### src/rtl/bus_pkg.sv
// Shared types and default sizing for the round-robin bus arbiter.
package bus_pkg;

  localparam int unsigned DEFAULT_WIDTH = 32;
  localparam int unsigned DEFAULT_N     = 4;

  typedef enum logic {IDLE, LOCK} arb_state_t;

endpackage

### src/rtl/bus_rr_pick.sv
// Combinational rotating-priority picker: first set request at or above ptr,
// wrapping from N-1 back to 0.
module bus_rr_pick
  import bus_pkg::*;
#(
  parameter  int unsigned N   = DEFAULT_N,
  localparam int unsigned IDW = $clog2(N)
) (
  input  logic [N-1:0]   req,
  input  logic [IDW-1:0] ptr,
  output logic           gnt_valid,
  output logic [IDW-1:0] gnt_id
);

  logic [2*N-1:0] w_req2;
  logic [N-1:0]   w_rot;
  int unsigned    w_sum;

  // Rotate so that bit 0 of w_rot is the requester at ptr.
  assign w_req2 = {req, req};
  assign w_rot  = N'(w_req2 >> ptr);

  // Scan from the highest offset down so the lowest set offset wins.
  always_comb begin
    gnt_valid = 1'b0;
    gnt_id    = '0;
    w_sum     = 0;
    for (int k = int'(N) - 1; k >= 0; k--) begin
      if (w_rot[k]) begin
        w_sum = 32'(ptr) + 32'(k);
        if (w_sum >= N) begin
          w_sum = w_sum - N;
        end
        gnt_valid = 1'b1;
        gnt_id    = IDW'(w_sum);
      end
    end
  end

endmodule

### src/rtl/bus_rr_arbiter.sv
// Round-robin arbiter with burst locking onto one valid/ready channel,
// single registered output slot tagged with the source requester index.
module bus_rr_arbiter
  import bus_pkg::*;
#(
  parameter  int unsigned WIDTH = DEFAULT_WIDTH,
  parameter  int unsigned N     = DEFAULT_N,
  localparam int unsigned IDW   = $clog2(N)
) (
  input  logic               clk,
  input  logic               rst,
  input  logic [N-1:0]       valid_dnt,
  input  logic [N*WIDTH-1:0] data_dnt,
  input  logic [N-1:0]       last_dnt,
  output logic [N-1:0]       ready_dnt,
  output logic               valid_src,
  output logic [WIDTH-1:0]   data_src,
  output logic               last_src,
  output logic [IDW-1:0]     id_src,
  input  logic               ready_src
);

  arb_state_t       r_state, w_state_nxt;
  logic [IDW-1:0]   r_lock_id, w_lock_id_nxt;
  logic [IDW-1:0]   r_rr_ptr, w_rr_ptr_nxt;
  logic             r_valid_src;
  logic [WIDTH-1:0] r_data_src;
  logic             r_last_src;
  logic [IDW-1:0]   r_id_src;

  logic             w_gnt_valid;
  logic [IDW-1:0]   w_gnt_id;
  logic [IDW-1:0]   w_sel_id;
  logic             w_slot_free;
  logic             w_grant_en;
  logic             w_xfer;
  logic             w_sel_valid;
  logic             w_sel_last;
  logic [WIDTH-1:0] w_sel_data;

  bus_rr_pick #(.N(N)) u_pick (
    .req       (valid_dnt),
    .ptr       (r_rr_ptr),
    .gnt_valid (w_gnt_valid),
    .gnt_id    (w_gnt_id)
  );

  assign w_slot_free = !r_valid_src || ready_src;
  assign w_sel_id    = (r_state == LOCK) ? r_lock_id : w_gnt_id;
  assign w_grant_en  = ((r_state == LOCK) || w_gnt_valid) && w_slot_free && !rst;
  assign ready_dnt   = w_grant_en ? (N'(1) << w_sel_id) : '0;
  assign w_xfer      = w_grant_en && w_sel_valid;

  // Mux the selected requester's beat using constant slices only.
  always_comb begin
    w_sel_valid = 1'b0;
    w_sel_last  = 1'b0;
    w_sel_data  = '0;
    for (int i = 0; i < int'(N); i++) begin
      if (w_sel_id == IDW'(i)) begin
        w_sel_valid = valid_dnt[i];
        w_sel_last  = last_dnt[i];
        w_sel_data  = data_dnt[i*WIDTH +: WIDTH];
      end
    end
  end

  always_ff @(posedge clk or posedge rst) begin
    if (rst) begin
      r_state   <= IDLE;
      r_lock_id <= '0;
      r_rr_ptr  <= '0;
    end else begin
      r_state   <= w_state_nxt;
      r_lock_id <= w_lock_id_nxt;
      r_rr_ptr  <= w_rr_ptr_nxt;
    end
  end

  // A last beat releases the lock and advances the pointer past its source.
  always_comb begin
    w_state_nxt   = r_state;
    w_lock_id_nxt = r_lock_id;
    w_rr_ptr_nxt  = r_rr_ptr;
    if (w_xfer) begin
      if (w_sel_last) begin
        w_state_nxt  = IDLE;
        w_rr_ptr_nxt = (32'(w_sel_id) == N - 1) ? '0 : IDW'(32'(w_sel_id) + 32'd1);
      end else if (r_state == IDLE) begin
        w_state_nxt   = LOCK;
        w_lock_id_nxt = w_sel_id;
      end
    end
  end

  always_ff @(posedge clk or posedge rst) begin
    if (rst) begin
      r_valid_src <= 1'b0;
      r_data_src  <= '0;
      r_last_src  <= 1'b0;
      r_id_src    <= '0;
    end else if (w_xfer) begin
      r_valid_src <= 1'b1;
      r_data_src  <= w_sel_data;
      r_last_src  <= w_sel_last;
      r_id_src    <= w_sel_id;
    end else if (ready_src) begin
      r_valid_src <= 1'b0;
    end
  end

  assign valid_src = r_valid_src;
  assign data_src  = r_data_src;
  assign last_src  = r_last_src;
  assign id_src    = r_id_src;

endmodule

### config.mk
export PLATFORM = sky130hd
export DESIGN_NAME = bus_rr_arbiter
export DESIGN_NICKNAME = d
export VERILOG_FILES = /design/src/rtl/bus_pkg.sv /design/src/rtl/bus_rr_pick.sv /design/src/rtl/bus_rr_arbiter.sv
export SDC_FILE = /design/constraint.sdc
export NUM_CORES = 1
export LEC_CHECK = 0
export ABC_AREA = 1
export CORE_ASPECT_RATIO = 0.75
export CORE_MARGIN = 2
export CORE_UTILIZATION = 35
export CTS_BUF_LIST = sky130_fd_sc_hd__clkbuf_16
export DETAILED_ROUTE_END_ITERATION = 8
export PLACE_DENSITY = 0.76
export SLEW_MARGIN = 0
export SYNTH_ARGS = -nofsm -noshare
export SYNTH_HDL_FRONTEND = slang
export SYNTH_SLANG_ARGS = --single-unit
### constraint.sdc
create_clock -name clk -period 3 [get_ports clk]
set_input_delay 0.75 -clock clk [delete_from_list [all_inputs] [get_ports clk]]
set_output_delay 0.75 -clock clk [all_outputs]
set_load 0.1 [all_outputs]
Yosys cells after proc, flatten, opt, wreduce, memory -nomap -nowiden
Cells that the tools add are included.

Register bits: 41. Logic and storage cells: 67.

Add/subtract/negate cells: 8. Eq/ne operators: 3. Muxes and demuxes: 30. Bitwise logic cells: 2. Magnitude comparators: 4. Shifts and indexed selects: 2. Reductions and logical operators: 11.

Operators with widths (number): $mux W32 (4); $mux W2 (10); $mux W1 (15); $ge A3 B3 Y1 const B (3); $shr A8 B2 Y4 (1); $sub A2 B1 Y2 const B (4); $add A2 B2 Y3 const B (2); $eq A2 B2 Y1 const B (2); $mux W4 (1); $shl A1 B2 Y4 const A (1); $add A2 B1 Y3 const B (1); $ge A2 B3 Y1 const B (1); $logic_and A1 B1 Y1 (3); $reduce_and A3 Y1 (1); $add A2 B1 Y2 const B (1); $eq A2 B1 Y1 const B (1); $logic_not A1 Y1 (2); $logic_not A2 Y1 (1); $logic_or A1 B1 Y1 (2); $not A1 Y1 (2); $reduce_and A2 Y1 (1); $reduce_bool A2 Y1 (1).

Logic depth before layout (Yosys ltp)
Gate-level depths: netlist of run 1.

Depth in word-level cells: 15. Depth in mapped cells: 21.

Hierarchy
From an unflattened synthesis of run 1, not the netlist that was laid out.

Cells, all modules: 474. Area total of the unflattened synthesis: 3029.2 µm².

By module, submodules not included: bus_rr_arbiter (cells an instance 428, times used 1, area each 2786.4 µm², seq. area each 1026.0 µm²); bus_rr_pick (cells an instance 46, times used 1, area each 242.7 µm², seq. area each 0.0 µm²).

Worst setup path after synthesis of run 1
No wires, ideal clock.

Path type: input -> output. From: input valid_dnt[3]. To: output ready_dnt[3]. Path buffers: 2. Path slack: -1024 ps. Stages: 14. Required time: 2250 ps. Arrival: 3274 ps. Cells stage by stage: nand2_1 > nand2_2 > nand2_1 > nand2_1 > nand2_1 > nand3_1 > nand3_1 > nand2_1 > inv_1 > ha_1 > inv_1 > clkbuf_1 > buf_2 > nor2_1.

Elaborated cells on any way between the ends: 15. Classes of those cells: shift: 2; mux: 10; reduce/logical: 3.

RTL lines: start: declaration (line bus_rr_arbiter.sv:12) `input logic [N-1:0] valid_dnt,`; $shr A8 B2 Y4 (*) (line bus_rr_pick.sv:21) `assign w_rot = N'(w_req2 >> ptr);`; $mux W2 (3 in a row) (line bus_rr_pick.sv:29) `if (w_rot[k]) begin`; $mux W2 (*) (line bus_rr_pick.sv:29); $mux W2 (*) (line bus_rr_arbiter.sv:49) `assign w_sel_id = (r_state == LOCK) ? r_lock_id : w_gnt_id;`; named net w_sel_id[0] (line bus_rr_arbiter.sv:33) `logic [IDW-1:0] w_sel_id;`; $shl A1 B2 Y4 (*) (line bus_rr_arbiter.sv:51) `assign ready_dnt = w_grant_en ? (N'(1) << w_sel_id) : '0;`; $mux W4 (*) (line bus_rr_arbiter.sv:51); end: declaration (line bus_rr_arbiter.sv:15) `output logic [N-1:0] ready_dnt,`.

The timed path passes the listed nets; every way through them passes the cells marked *.

Worst setup path in the final report of run 1
From: register r_rr_ptr[0]. To: output ready_dnt[1].

Longest elaborated chain between the ends: 10. Elaborated cells on any way between the ends: 30. Classes of those cells: add/sub: 7; order compare: 4; shift: 2; mux: 14; reduce/logical: 3.

RTL lines: start: declaration (line bus_rr_arbiter.sv:25) `logic [IDW-1:0] r_rr_ptr, w_rr_ptr_nxt;`; start signal: assignment (line bus_rr_arbiter.sv:76) `r_rr_ptr <= w_rr_ptr_nxt;`; $add A2 B2 Y3 (line bus_rr_pick.sv:30) `w_sum = 32'(ptr) + 32'(k);`; $ge A3 B3 Y1 / $sub A2 B1 Y2 (equally long branches) (line bus_rr_pick.sv:31, bus_rr_pick.sv:32); $mux W2 (line bus_rr_pick.sv:31) `if (w_sum >= N) begin`; $mux W2 (3 in a row) (line bus_rr_pick.sv:29); $mux W2 (*) (line bus_rr_pick.sv:29); $mux W2 (*) (line bus_rr_arbiter.sv:49); named net w_sel_id[0] (line bus_rr_arbiter.sv:33); $shl A1 B2 Y4 (*) (line bus_rr_arbiter.sv:51); $mux W4 (*) (line bus_rr_arbiter.sv:51).

Marks and branches as above.

==> results.txt, run 1 <==
* Result of the run: finished clean
- Total core area: ~8500 sq um
* Transition at the pin with the smallest max-transition slack: about 0.37 ns
- Number of cells traversed by the worst register-to-register path: 19
- Number of endpoints with negative hold slack in the final report: 0
- Net Sw Power: 0.00443 W
* Post-Synth Simple-Gate Area: 32.7%
* Number of buffers created by CTS: 5
* Upper clock frequency limit: 0.342 GHz
- Overall routing resource usage: 22.0%
* Critical path required time: 2.25 ns
* Synth top area share: ~33%
* Area growth from synthesis to layout: 75.1%
* Endpoint of the worst-slack reg-to-reg timing path: r_rr_ptr[0]
- After synthesis, the largest family of logic cells by area is simple AND/OR/NAND/NOR gates.
- Count of port buffers added during placement: 178
- Entering global routing, the biggest net connects 31 pins.
* Levels on crit path: 14
- Sequential elements use 33.3% of the synthesized area.
- Max VDD drop: 0.800 mV
- The most critical setup path has its startpoint at r_rr_ptr[0].
- Worst rel slew slack: around three quarters
- Registers are responsible for a little over an eighth of the overall power.
- The worst path needs a little under 3 ns of the cycle, external delays included.
- Wire length per cell: 14.6 microns
* Reg2Reg Launch Point: r_rr_ptr[0]
* Detailed Place HPWL: 8540 microns
- Total power: 0.00744 W
* Net Sw Frac: 59.5%
- The kind of cell with the highest combined delay along the critical path is simple AND/OR/NAND/NOR gates.
- Adder and majority gate portion of the synthesized area: 1.62%
* Compound-gate portion of the synthesized area: 23.4%
- Clk pin slew, worst setup/hold paths: 0.05 ns
- After detailed routing, the number of vias per cell comes to just under 5.
* Worst reg2reg setup slack: about 0.2 ns
- Critical-path cell with the highest stage delay: sky130_fd_sc_hd__dfrtp_1
- 1st-pass router iterations: 4
- Die ar.: 9580 sq um
* Number of cell rows: 29
* Max FO, Critical Path: 6
- Routability-driven placement finished with a final weighted congestion of 0.892.
* Wire length of the first global-routing pass: 17300 microns
- The number of antenna diodes in the final layout is 0.
- In this run the clock root is driven by a sky130_fd_sc_hd__clkbuf_16.
- Drt drc: 0
* Share of the core filled with cells: approximately 64%
* Avg Cell Area, Syn: 6.85 sq um
- Measured along the y axis, the die boundary spans around 85 microns.
* CP Capture Type: primary output
* Worst skew pair latency: 0.27 ns
- In this run the static leakage power is 2.67 nW.
* Largest cells by area after synthesis: sky130_fd_sc_hd__dfrtp_1, sky130_fd_sc_hd__nand2_1, sky130_fd_sc_hd__o211ai_2
* Mapped Nets: a little under 600
- Measured along the x axis, the die boundary spans 112 microns.
- The final number of max-transition violations came to 0.
- The internal power of the cells totals 0.00301 W.
- Peak per-stage delay on the critical path: 0.40 ns
* Via count of the first global-routing pass: 3634
- Final TNS setup: 0 ns
- The routed layout has 3749 vias.
- STA classifies the critical path startpoint as a flip-flop.
- The tool flagged a number of max-cap violations equal to 0.
* Fraction of final layout cells with drive strength greater than 1: 24.3%
- After synthesis the netlist holds a flip-flop and latch count of 41.
- Cells after synthesis: 450
- For the final database, setup skew stands at between 0.003 and 0.004 ns.
- The critical path ends at ready_dnt[1].
- Number of nets at the end of the flow: 789
* RSZ-0062 raised after global routing: true
- The critical path goes through clkinvlp_4 -> nand2_4 -> nand2_2 -> nand2_1 -> nand2_2 -> nand2_1 -> nand3_2 -> nand3_2 -> nand2_4 -> inv_4 -> ha_4 -> inv_2 -> nor2_4 -> buf_12.
* Count of different cell masters after synthesis: 29
* Post-synthesis xor/xnor area fraction: 0.284%
* Total power divided by cell area: 1380 nW/um^2
- Proportion of power drawn by combinational gates: 80.3%
* Longest Clk Path Bufs: 2
- Number of endpoints failing setup at the final stage: 0
- STA puts the critical path data arrival time at 2.17 ns.
* Share of cell area taken by muxes after synthesis: 0%
- Clk sinks: about 40
- Of the available clock period, the critical path in the final layout requires 97.3%.
- Synth area leader: sky130_fd_sc_hd__dfrtp_1
- Routed WL: 11000 microns
* Antenna violations before repair: 0
- The critical path contains buffers and inverters numbering 4 combined.
- The tightest min-delay check is of the flip-flop to flip-flop type.
- Synthesized area: between 3000 and 4000 sq um
* TritonCTS clock tree: yes
- The clock network accounts for 6.6% of the total power.
* Post-DRT Antenna Nets: 0
- Once the floorplan was initialized, standard cells occupied 36.3% of the core.
- Yosys warning total: 0
- Global routing finished with a remaining overflow of 0.
- Kind of critical path: flip-flop to primary output
- DRC marker count from the first detailed-route iteration: 163
* CTS H-tree lvls: 2
* I/O pins: 179
## synthesized netlist by cell type, drive strengths merged
cell type  count
nand3         20
xnor2          1
nand3b         1
dfrtp         41
nor2          12
o211ai        32
buf           19
nand2        216
ha             4
o21ai         36
a21oi         38
inv           18
clkbuf        11
o21bai         1
## flip-flops by register name (all words and copies together) (netlist names)
signal and cells:
data_src 32, id_src 2, r_lock_id 2, r_rr_ptr 2, last_src 1, r_state 1
valid_src 1
## per-stage QoR
stage | cell area [sq um] | std cells | worst slack [ns] | hold slack (ns)
2_1_floorplan | 3170 | 450 | -0.231 | 0.463
3_3_place_gp | 5090 | 737 | -0.427 | 0.463
3_5_place_dp | 5090 | 737 | -0.474 | 0.467
4_1_cts | 5310 | 748 | -0.0106 | 0.482
5_1_grt | 5400 | 755 | -0.0363 | 0.502
6_report | 5400 | 755 | 0.0801 | 0.481
## placed cells by master (no fill, tap or decap), drive strengths merged
cell           count
inv               20
dfrtp             41
a21oi             38
clkbuf             5
o21bai             1
ha                 4
buf               85
nand3b             1
nor2              12
xnor2              1
clkdlybuf4s50    134
nand2            216
nand3             20
o211ai            32
o21ai             36
clkinvlp           1
## logic make-up after synthesis
| group | count (synthesis) |
|---|---|
| simple gates | 249 |
| buf+inv | 48 |
| flops | 41 |
| compound gates | 107 |
| xor+xnor | 1 |
| fa+ha+maj | 4 |
## layout make-up
cell class,count,area [sq um]
repair buffers,219,2060
clock buffers,5,125
well taps,108,135
multi-input cells,361,1950
clock inverters,3,11.3
flip-flops and latches,41,1030
fillers,737,3090
inverters,18,86.3
## metal layers
| layer | vias up | global-route usage (%) | part of all wire (%) |
|---|---|---|---|
| met5 | - | 0 | 0 |
| met4 | 0 | 3.99 | 0.78 |
| met3 | 10 | 5.07 | 8.3 |
| met2 | 153 | 38.1 | 48 |
| met1 | 1718 | 28.6 | 42 |
| li1 | 1868 | - | - |
## worst min-delay path by stage
| stage | from | endpoint | slack, ns | depth (start not counted) |
|---|---|---|---|---|
| 6_report | data_src[4] | data_src[4] | 0.48 | 2 |
| 5_1_grt | data_src[21] | data_src[21] | 0.50 | 2 |
| 4_1_cts | data_src[4] | data_src[4] | 0.48 | 2 |
| 3_5_place_dp | data_src[4] | data_src[4] | 0.47 | 2 |
| 3_3_place_gp | data_src[20] | data_src[20] | 0.46 | 2 |
| 2_1_floorplan | r_lock_id[1] | r_lock_id[1] | 0.46 | 2 |
## repair_timing
item,4_1_cts,5_1_grt
pin swaps,2,7
hold buffers,0,0
buffers inserted,3,7
setup endpoints to repair,45,4
resized for setup,26,18
## power by group through the flow
stage | logic [W] | registers (W) | clock network [W]
3_5_place_dp | 0.00569 | 0.000971 | 0
5_1_grt | 0.00648 | 0.00101 | 0.000534
3_3_place_gp | 0.00559 | 0.000961 | 0
4_1_cts | 0.00584 | 0.000969 | 0.000502
6_report | 0.00598 | 0.000975 | 0.000488
2_1_floorplan | 0.00280 | 0.00246 | 0
## tightest hold or removal path, cell delays in order, from the launching register on
cell	delay, ns
sky130_fd_sc_hd__dfrtp_1	0.34
sky130_fd_sc_hd__nand2_1	0.05
sky130_fd_sc_hd__nand2_1	0.06
(Power assumes the default switching activity.)
==> run 2: changes to the inputs <==
--- a/config.mk
+++ b/config.mk
@@ -6,9 +6,11 @@
 export NUM_CORES = 1
 export LEC_CHECK = 0
 export ABC_AREA = 1
+export CELL_PAD_IN_SITES_DETAIL_PLACEMENT = 0
+export CELL_PAD_IN_SITES_GLOBAL_PLACEMENT = 1
 export CORE_ASPECT_RATIO = 0.75
 export CORE_MARGIN = 2
-export CORE_UTILIZATION = 35
+export CORE_UTILIZATION = 23
 export CTS_BUF_LIST = sky130_fd_sc_hd__clkbuf_16
 export DETAILED_ROUTE_END_ITERATION = 8
 export PLACE_DENSITY = 0.76
==> results.txt, run 2 (same netlist as run 1, synthesis figures left out) <==
- From synthesis to final layout, the design area changed by 75.8%.
* Reg2Reg Launch Point: r_rr_ptr[1]
- Total buffers and inverters traversed by the critical path: 5 (+1)
- Clock tree synthesis selected as its root buffer the cell sky130_fd_sc_hd__clkbuf_16.
- Count of port buffers added during placement: 178 (unchanged)
- DIE WIDTH: 138 microns (+23%)
* Startpoint of the most critical hold path: data_src[20]
- The number of violations reported at the end of detailed-routing iteration 0 came to 147 (-9.8%).
* Number of nets at the end of the flow: 780 (-1.1%)
* Final instance area: 5420 sq um (+0.37%)
* Max VDD drop: 0.821 mV (+2.6%)
* Number of cell rows: 36 (+24%)
- The count of filler cells inserted in the layout is 1275 (+73%).
- The final HPWL from detailed placement was 8940 microns (+4.7%).
* Total core area: 13000 sq um (+53%)
* Worst reg2reg setup slack: 0.31 ns (+0.11 ns)
* Startpoint type of the worst setup path: input pin
- Most frequent cells in the layout: sky130_fd_sc_hd__nand2_1, sky130_fd_sc_hd__clkdlybuf4s50_1, sky130_fd_sc_hd__buf_4
- The ratio of routed vias to standard cells was 4.54 (-8.5%).
- Number of inserted diodes: 0 (unchanged)
* 1st-pass router iterations: 5 (+1)
* Routed WL: 11600 microns (+5.2%)
- The setup-violating endpoint count in the final report was 0 (unchanged).
- I/O pins: 179 (unchanged)
* Slew Viols, Final: 0 (unchanged)
- In this run the critical register-to-register path is captured at data_src[12].
- The total vias in the final route was 3675 (-2.0%).
- Result of the run: finished clean
* Clk pin slew, worst setup/hold paths: 0.06 ns (about the same)
- Kind of critical path: input pin to primary output
* Antenna violations before repair: 0 (unchanged)
* Hold Path Stages: 2 (unchanged)
- CTS H-tree lvls: 2 (unchanged)
* CP Capture Type: primary output
- The clock period minus worst slack is 2.95 ns (+0.0296 ns).
- The flip-flop count of the largest register after layout came to 32 (unchanged).
- The number of global-route vias before repair came to 3519 (-3.2%).
- The final setup skew came to 0.00498 ns (+0.00111 ns).
- The signal on the critical path passes through clkdlybuf4s15_2 -> inv_1 -> nand2_1 -> nand3_2 -> nand2_1 -> nand3b_1 -> nand3_1 -> nand2_2 -> inv_2 -> ha_4 -> inv_1 -> nor2_4 -> buf_12.
- Wire length per cell: 14.3 microns (-1.8%)
- Top delay family on crit path: simple AND/OR/NAND/NOR gates
- Hold WC Path Type: flip-flop to flip-flop
* RSZ-0062 raised after global routing: true
* Die ar.: 14400 sq um (+50%)
- Leaving out fill and tap cells, the most frequent cell in the layout is sky130_fd_sc_hd__nand2_1.
- The height of the die came to 104 microns (+22%).
* Overall routing resource usage: 15.5% (-6.5 points)
- # placed instances: 800 (+8.5%)
- The max-capacitance violation count was 0 (unchanged).
- On the critical path, the stage with the largest delay is an instance of sky130_fd_sc_hd__clkdlybuf4s15_2.
* Upper clock frequency limit: 0.339 GHz (-1.0%)
- The leakage power figure was 2.62 nW (-1.8%).
- The stage delay of the slowest cell on the critical path is 0.22 ns (-0.18 ns).
- The pin count of the biggest net entering global routing is 41 (+32%).
* Post-DRT Antenna Nets: 0 (unchanged)
* Transition at the pin with the smallest max-transition slack: 0.601 ns (+0.236 ns)
- The path with the worst hold slack has its endpoint at data_src[20].
* Number of cells traversed by the worst register-to-register path: 18 (-1)
- The cell area after placement was 5190 sq um (+1.8%).
* Critical path required time: 2.25 ns (about the same)
* Global-route congestion overflow total: 0 (unchanged)
* Starting Density: 23.7% (-13 points)
- The share of final-layout standard cells stronger than drive strength 1 came to 23.8% (-0.44 points).
* Worst skew pair latency: 0.28 ns (about the same)
* Drt drc: 0 (unchanged)
* TritonCTS clock tree: yes
* Max FO, Critical Path: 4 (-2)
* Total power divided by cell area: 1360 nW/um^2 (-1.7%)
* Number of buffers created by CTS: 5 (unchanged)
- The number of standard cells in the final layout excluding fillers is 809 (+7.2%).
- The sum of negative setup slack came to 0 ns (unchanged).
- The share of the clock period used by the worst path is 98.3% (+0.99 points).
- Clk sinks: 41 (unchanged)
* Longest Clk Path Bufs: 2 (unchanged)
* Worst rel slew slack: 59.9% (-16 points)
- The number of endpoints with negative hold slack in the final report is 0 (unchanged).
* Share of the core filled with cells: 41.6% (-22 points)
- Arrival time worst endpoint: 2.20 ns (+0.03 ns)
* Wire length of the first global-routing pass: 17600 microns (+2.2%)
* Final GP Congestion: 0.816 (-8.5%)
[run 2: final cells by class]
class | count | area (sq um) | area share [%]
timing repair buffer | 210 | 2010 | 37.1
multi-input combinational | 361 | 1950 | 36.0
sequential | 41 | 1030 | 19.0
tap | 171 | 214 | 3.95
clock buffer | 5 | 125 | 2.31
inverter | 18 | 77.6 | 1.43
clock inverter | 3 | 18.8 | 0.346
[run 2: layer usage]
| layer | up-vias | share of wire [%] | GRT usage (%) |
|---|---|---|---|
| li1 | 1847 | - | - |
| met1 | 1678 | 44 | 20.4 |
| met2 | 140 | 46 | 25.8 |
| met3 | 10 | 8.8 | 4.19 |
| met4 | 0 | 0.85 | 2.58 |
| met5 | - | 0 | 0 |
[run 2: power by group]
group | switching [W] | internal (W) | leakage, nW
Sequential | 0.000157 | 0.000818 | 0.516
Combinational | 0.00406 | 0.00179 | 2.04
Clock | 0.000219 | 0.000305 | 0.0672
Total | 0.00443 | 0.00291 | 2.62
[run 2: timing repair]
| item | CTS | global route |
|---|---|---|
| pin swaps | 1 | 5 |
| endpoints found under the hold margin | 0 | 0 |
| cloned | 0 | 0 |
| hold buffers | 0 | 0 |
| gates resized for setup | 22 | 18 |
| endpoints found under the setup margin | 45 | 14 |
| buffers inserted | 1 | 0 |
[run 2: worst reg2reg max path: cells and delay by family, from the launching register on]
kind                       cells  cell delay (ns)
and+or+nand+nor               11             1.09
buffers and inverters          4             0.73
DFF                            1             0.47
AOI/OAI and AO/OA              2             0.19
adders and majority gates      1             0.17
[run 2: metrics by stage]
step	hold slack [ns]	total power (W)	setup WS [ns]
6_report	0.481	0.00735	0.0505
3_5_place_dp	0.469	0.00670	-0.489
3_3_place_gp	0.465	0.00665	-0.435
5_1_grt	0.499	0.00793	-0.0457
4_1_cts	0.486	0.00734	-0.00385
2_1_floorplan	0.463	0.00526	-0.231
[run 2: worst max path at each step]
stage | depth (start not counted) | end | slack, ns | start
3_3_place_gp | 20 | data_src[13] | -0.43 | valid_dnt[2]
6_report | 13 | ready_dnt[0] | 0.05 | valid_dnt[0]
4_1_cts | 13 | ready_dnt[2] | -0.004 | valid_dnt[2]
2_1_floorplan | 14 | ready_dnt[3] | -0.23 | valid_dnt[2]
5_1_grt | 13 | ready_dnt[0] | -0.05 | valid_dnt[0]
3_5_place_dp | 20 | data_src[7] | -0.49 | valid_dnt[2]
